==> src/rtl/fetch_unit_if.sv <==
// fetch_unit bus bundle: instruction-memory port, decode handshake
// and redirect/halt sideband. master = fetch stage, slave = its peers.
interface fetch_unit_if #(
    parameter int ADDR_W = 16
);
    logic              imem_req;
    logic [ADDR_W-1:0] imem_addr;
    logic              imem_valid;
    logic [15:0]       imem_rdata;
    logic [15:0]       instr;
    logic [ADDR_W-1:0] instr_pc;
    logic [ADDR_W-1:0] instr_pc2;
    logic              instr_valid;
    logic              instr_ready;
    logic              redirect;
    logic [ADDR_W-1:0] redirect_pc;
    logic              halted;

    modport master (
        output imem_req, imem_addr,
        input  imem_valid, imem_rdata,
        output instr, instr_pc, instr_pc2, instr_valid,
        input  instr_ready, redirect, redirect_pc,
        output halted
    );

    modport slave (
        input  imem_req, imem_addr,
        output imem_valid, imem_rdata,
        input  instr, instr_pc, instr_pc2, instr_valid,
        output instr_ready, redirect, redirect_pc,
        input  halted
    );
endinterface

==> src/rtl/fetch_unit.sv <==
// Instruction fetch stage: owns the PC, issues one outstanding imem
// request at a time and holds the fetched word until decode takes it.
module fetch_unit #(
    parameter int                ADDR_W   = 16,
    parameter logic [ADDR_W-1:0] RESET_PC = '0
) (
    input logic          clk,
    input logic          rst_n,
    fetch_unit_if.master bus
);
    localparam logic [1:0] FETCH = 2'd0;
    localparam logic [1:0] DRAIN = 2'd1;
    localparam logic [1:0] STOP  = 2'd2;

    localparam logic [ADDR_W-1:0] TWO   = ADDR_W'(2);
    localparam logic [ADDR_W-1:0] ALIGN = ~ADDR_W'(1);
    localparam logic [3:0]        OP_HALT = 4'hF;

    logic [1:0]        state;
    logic [ADDR_W-1:0] pc;
    logic [ADDR_W-1:0] addr_q;
    logic [ADDR_W-1:0] ipc_q;
    logic [ADDR_W-1:0] ipc2_q;
    logic [15:0]       instr_q;
    logic              req_q;
    logic              ivalid_q;
    logic              halted_q;
    logic              resp;
    logic              consume;
    logic              issue;

    // Event decode: response to the pending request, buffer consume, issue slot.
    always_comb begin
        resp    = req_q && bus.imem_valid;
        consume = ivalid_q && bus.instr_ready;
        issue   = !req_q && (!ivalid_q || bus.instr_ready);
    end

    // PC, request, output buffer and FSM; redirect overrides every other event.
    always_ff @(posedge clk) begin
        if (!rst_n) begin
            state    <= FETCH;
            pc       <= RESET_PC;
            addr_q   <= RESET_PC;
            req_q    <= 1'b0;
            instr_q  <= '0;
            ipc_q    <= '0;
            ipc2_q   <= '0;
            ivalid_q <= 1'b0;
            halted_q <= 1'b0;
        end else if (bus.redirect) begin
            pc       <= bus.redirect_pc & ALIGN;
            ivalid_q <= 1'b0;
            if (req_q && !bus.imem_valid) begin
                state <= DRAIN;
            end else begin
                req_q <= 1'b0;
                state <= FETCH;
            end
        end else begin
            case (state)
                FETCH: begin
                    if (resp) begin
                        instr_q  <= bus.imem_rdata;
                        ipc_q    <= pc;
                        ipc2_q   <= pc + TWO;
                        ivalid_q <= 1'b1;
                        pc       <= pc + TWO;
                        req_q    <= 1'b0;
                        if (bus.imem_rdata[15:12] == OP_HALT) begin
                            state <= STOP;
                        end
                    end else begin
                        if (consume) begin
                            ivalid_q <= 1'b0;
                        end
                        if (issue) begin
                            req_q  <= 1'b1;
                            addr_q <= pc;
                        end
                    end
                end
                DRAIN: begin
                    if (bus.imem_valid) begin
                        req_q <= 1'b0;
                        state <= FETCH;
                    end
                end
                STOP: begin
                    if (consume) begin
                        ivalid_q <= 1'b0;
                        halted_q <= 1'b1;
                    end
                end
                default: state <= FETCH;
            endcase
        end
    end

    assign bus.imem_req    = req_q;
    assign bus.imem_addr   = addr_q;
    assign bus.instr       = instr_q;
    assign bus.instr_pc    = ipc_q;
    assign bus.instr_pc2   = ipc2_q;
    assign bus.instr_valid = ivalid_q;
    assign bus.halted      = halted_q;
endmodule
==> src/flat_wrapper.sv <==
// flat-port wrapper written by rule: the top's interface ports become plain ports
module fetch_unit_flat 
#(
    parameter int                ADDR_W   = 16,
    parameter logic [ADDR_W-1:0] RESET_PC = '0
)
  (clk, rst_n, bus_imem_req, bus_imem_addr, bus_imem_valid, bus_imem_rdata, bus_instr, bus_instr_pc, bus_instr_pc2, bus_instr_valid, bus_instr_ready, bus_redirect, bus_redirect_pc, bus_halted);
  fetch_unit_if #(.ADDR_W(ADDR_W)) bus_i ();
  input logic clk;
  input logic rst_n;
  output wire logic [$bits(bus_i.imem_req)-1:0] bus_imem_req;
  output wire logic [$bits(bus_i.imem_addr)-1:0] bus_imem_addr;
  input wire logic [$bits(bus_i.imem_valid)-1:0] bus_imem_valid;
  input wire logic [$bits(bus_i.imem_rdata)-1:0] bus_imem_rdata;
  output wire logic [$bits(bus_i.instr)-1:0] bus_instr;
  output wire logic [$bits(bus_i.instr_pc)-1:0] bus_instr_pc;
  output wire logic [$bits(bus_i.instr_pc2)-1:0] bus_instr_pc2;
  output wire logic [$bits(bus_i.instr_valid)-1:0] bus_instr_valid;
  input wire logic [$bits(bus_i.instr_ready)-1:0] bus_instr_ready;
  input wire logic [$bits(bus_i.redirect)-1:0] bus_redirect;
  input wire logic [$bits(bus_i.redirect_pc)-1:0] bus_redirect_pc;
  output wire logic [$bits(bus_i.halted)-1:0] bus_halted;
  assign bus_imem_req = bus_i.imem_req;
  assign bus_imem_addr = bus_i.imem_addr;
  assign bus_i.imem_valid = bus_imem_valid;
  assign bus_i.imem_rdata = bus_imem_rdata;
  assign bus_instr = bus_i.instr;
  assign bus_instr_pc = bus_i.instr_pc;
  assign bus_instr_pc2 = bus_i.instr_pc2;
  assign bus_instr_valid = bus_i.instr_valid;
  assign bus_i.instr_ready = bus_instr_ready;
  assign bus_i.redirect = bus_redirect;
  assign bus_i.redirect_pc = bus_redirect_pc;
  assign bus_halted = bus_i.halted;
  fetch_unit #(.ADDR_W(ADDR_W), .RESET_PC(RESET_PC)) u_core (.clk(clk), .rst_n(rst_n), .bus(bus_i));
endmodule
==> config.mk <==
export PLATFORM = sky130hd
export DESIGN_NAME = fetch_unit_flat
export DESIGN_NICKNAME = d
export VERILOG_FILES = /design/src/rtl/fetch_unit_if.sv /design/src/rtl/fetch_unit.sv /design/src/flat_wrapper.sv
export SDC_FILE = /design/constraint.sdc
export NUM_CORES = 1
export LEC_CHECK = 0
export BUFFER_PORTS_ARGS = -buffer_cell sky130_fd_sc_hd__buf_2
export CAP_MARGIN = 20
export CORE_MARGIN = 2
export CORE_UTILIZATION = 40
export CTS_CLUSTER_DIAMETER = 200
export DETAILED_ROUTE_END_ITERATION = 7
export GPL_ROUTABILITY_DRIVEN = 0
export PLACE_DENSITY = 0.75
export SLEW_MARGIN = 20
export SYNTH_ARGS = -nofsm -noshare
export SYNTH_HDL_FRONTEND = slang
export SYNTH_SLANG_ARGS = --single-unit
==> constraint.sdc <==
create_clock -name clk -period 2.09 [get_ports clk]
set_clock_uncertainty 0.1 [all_clocks]
set_input_delay 0.1045 -clock clk [delete_from_list [all_inputs] [get_ports clk]]
set_output_delay 0.1045 -clock clk [all_outputs]
set_load 0.05 [all_outputs]
==> results.toml <==
[layout]
antenna_cells = 0
area_delta_synth_final_pct = 33.6
final_area_mm2 = 0.00463
layout.nets = 555
layout.cells.non_filler = 626
nFillCells = 769
drive_gt1_frac = 0.261

[clocking]
clkSinkCount = 81
cts_setup_buffers = 0
root_buffer = "clkbuf_8"
clk_path_buf_depth = 2
clk_transition_reported_paths_ns = 0.08
worst_skew_pair.late_latency_ns = 0.36
cts_tree = "built"
h-tree-depth = 3
cts_inserted_buffers = 9

[floorplanning]
num_io_pins = 104
core_mm2 = 0.00830
rows = 33
die_x_um = 97.1
die_h_um = 97.1
dieArea_mm2 = 0.00943
initial_core_util = 0.418

[sta]
timing.fmax_mhz = 532
hold_viol = 0
fin_setup_tns_ns = 0
rsz0062_at_grt = "false"
slew_viol_final = 0
period_minus_slack_ns = 1.88
setup_violations = 0
finalCritPeriodShare = 0.900

[synthesis]
syn_inst = 391
ys_seq_area_frac = 0.468
avgSynthCellArea_um2 = 8.87
ys_ff_latch = 81
synth_top_area_share = 0.468
ys_top_cells_by_area = "dfxtp_1, nand2_1, a21boi_0"
synth_area_mm2 = 0.00347
async_flop_share = 0
yosysMostFrequentCell = "nand2_1"
synth-edff-count = 0
yosysTopAreaCell = "dfxtp_1"
synth_warnings = 0
ys_types = 49
synth_commonest_cells = "nand2_1, dfxtp_1, a21boi_0, o21ai_0, clkbuf_1"
synth_ff_type = "dfxtp_1"

[setup_path]
path_max_fanout = 8
reg2reg_depth = 5
crit_cells = 5
end_kind = "flip-flop"
timing.reg2reg.setup_slack_ns = 0.21
cp-start-kind = "flip-flop"
critPathLaunch = "u_core.pc[2]"
path_buf_inv = 0
path_class = "flip-flop to flip-flop"
critPathRequiredTime_ns = 2.24
critPathMaxStageDelay_ns = 0.45
path_cells = "ha_1, nand3_2, nor4_2, a21boi_0, o311a_1"
cp.arrival_ns = 2.03
cpLargestDelayFamily = "simple AND/OR/NAND/NOR gates"
r2r-start = "u_core.pc[2]"
crit_slowest_cell = "nor4_2"
crit_end = "u_core.pc[15]"
timing.rr.end = "u_core.pc[15]"

[drt]
vias = 3152
drtIter0Drc = 242
ant_nets = 0
routed_wl_um = 9140
first_pass_iters = 4
wl_per_cell_um = 14.6
via_per_inst = 5.04
drc = 0

[outcome]
status = "finished clean"

[place]
placed_cells = 578
placedInstanceArea_mm2 = 0.00409
hpwl_um = 5800
port-buffer-count = 99

[global_routing]
grtUsageTotal = 0.197
overflow = 0
grt_max_degree = 83
antenna_found_initial = 0
grt_pass1_wl_um = 15000
grt_pass1_vias = 3048

[worst_hold_path]
hold_path_class = "primary input to flip-flop"

[power]
p_per_area_mw_per_mm2 = 723
max-vdd-ir-drop_mv = 0.329
leakagePower_nw = 2.02

[job]
drv_cap = 0
## power by group
part / internal [mW] / switching, mW
clock network: 0.661 / 0.549
logic: 0.191 / 0.304
registers: 1.60 / 0.0494
total: 2.45 / 0.903
## worst min-delay path by stage
| stage | start | end | slack, ns | cells past startpoint |
|---|---|---|---|---|
| after floorplan | bus_imem_valid | u_core.state[0] | 0.08 | 1 |
| after global placement | bus_imem_valid | u_core.state[0] | 0.25 | 2 |
| after detailed placement | bus_redirect_pc[6] | u_core.pc[6] | 0.25 | 3 |
| after CTS | bus_redirect_pc[1] | u_core.pc[1] | 0.02 | 3 |
| after global routing | bus_redirect_pc[1] | u_core.pc[1] | 0.02 | 3 |
| final | bus_redirect_pc[1] | u_core.pc[1] | 0.03 | 3 |
## kinds of logic after synthesis
group | share of synthesized area
AND/OR/NAND/NOR | 0.207
AO/OA/AOI/OAI | 0.196
flip-flops | 0.468
buffers and inverters | 0.0512
multiplexers | 0.0433
XOR/XNOR | 0.0303
adder cells (fa/ha/maj) | 0.00361
other | 0.00108
## timing repair
| item | in CTS | in global routing |
|---|---|---|
| hold buffers | 33 | 0 |
| hold endpoints to repair | 33 | 0 |
| gates resized for setup | 0 | 0 |
## cell usage in the layout, fill, tap and decap left out, types with 3 or more instances in the layout
cell	count
buf_2	99
nand2_1	83
dfxtp_1	81
a21boi_0	34
dlygate4sd3_1	33
o21ai_0	23
nor2b_1	16
mux2i_1	15
a21oi_1	14
buf_4	11
nor2_1	9
clkbuf_8	9
inv_1	7
xnor2_1	7
o21a_1	7
xor2_1	5
nand4_1	4
o211ai_1	4
o31ai_1	4
nand3_1	3
o211a_1	3
nand2b_1	3
or4_1	3
and2_0	3
conb_1	3
clkinv_2	3
buf_12	3
## flip-flops by register name, summed over array words and instances, names as in the netlist
register                flops
u_core.bus.instr           16
u_core.bus.imem_addr       15
u_core.bus.instr_pc2       15
u_core.bus.instr_pc        15
u_core.pc                  15
u_core.state                2
u_core.bus.halted           1
u_core.bus.imem_req         1
u_core.bus.instr_valid      1
## per-stage QoR
stage	worst slack (ns)	power (mW)	hold slack (ns)	util
6_report	0.210	3.35	0.0345	0.558
5_1_grt	0.0858	3.51	0.0186	0.558
4_1_cts	0.199	3.38	0.0191	0.558
3_5_place_dp	0.213	2.12	0.246	0.493
3_3_place_gp	0.281	2.11	0.248	0.493
2_1_floorplan	0.195	1.99	0.0806	-
## tightest hold or removal path, cell delays in order
cell and delay [ns]:
buf_2 0.10, o21ai_0 0.17, a211oi_1 0.06
## final cells by class
cell class | instances | area [um^2] | area share
sequential | 81 | 1620 | 0.350
inverter | 7 | 26.3 | 0.00567
clock inverter | 6 | 83.8 | 0.0181
timing repair buffer | 146 | 968 | 0.209
tap | 105 | 131 | 0.0284
multi-input combinational | 272 | 1680 | 0.362
clock buffer | 9 | 124 | 0.0267
## layer usage
metal / up-vias / wire length (um) / GRT usage
met5: - / 0 / 0
met4: 0 / 195 / 0.0672
met3: 17 / 630 / 0.0504
met2: 126 / 4170 / 0.308
met1: 1433 / 4150 / 0.264
li1: 1576 / - / -
Power figures use the tool's default switching activity.
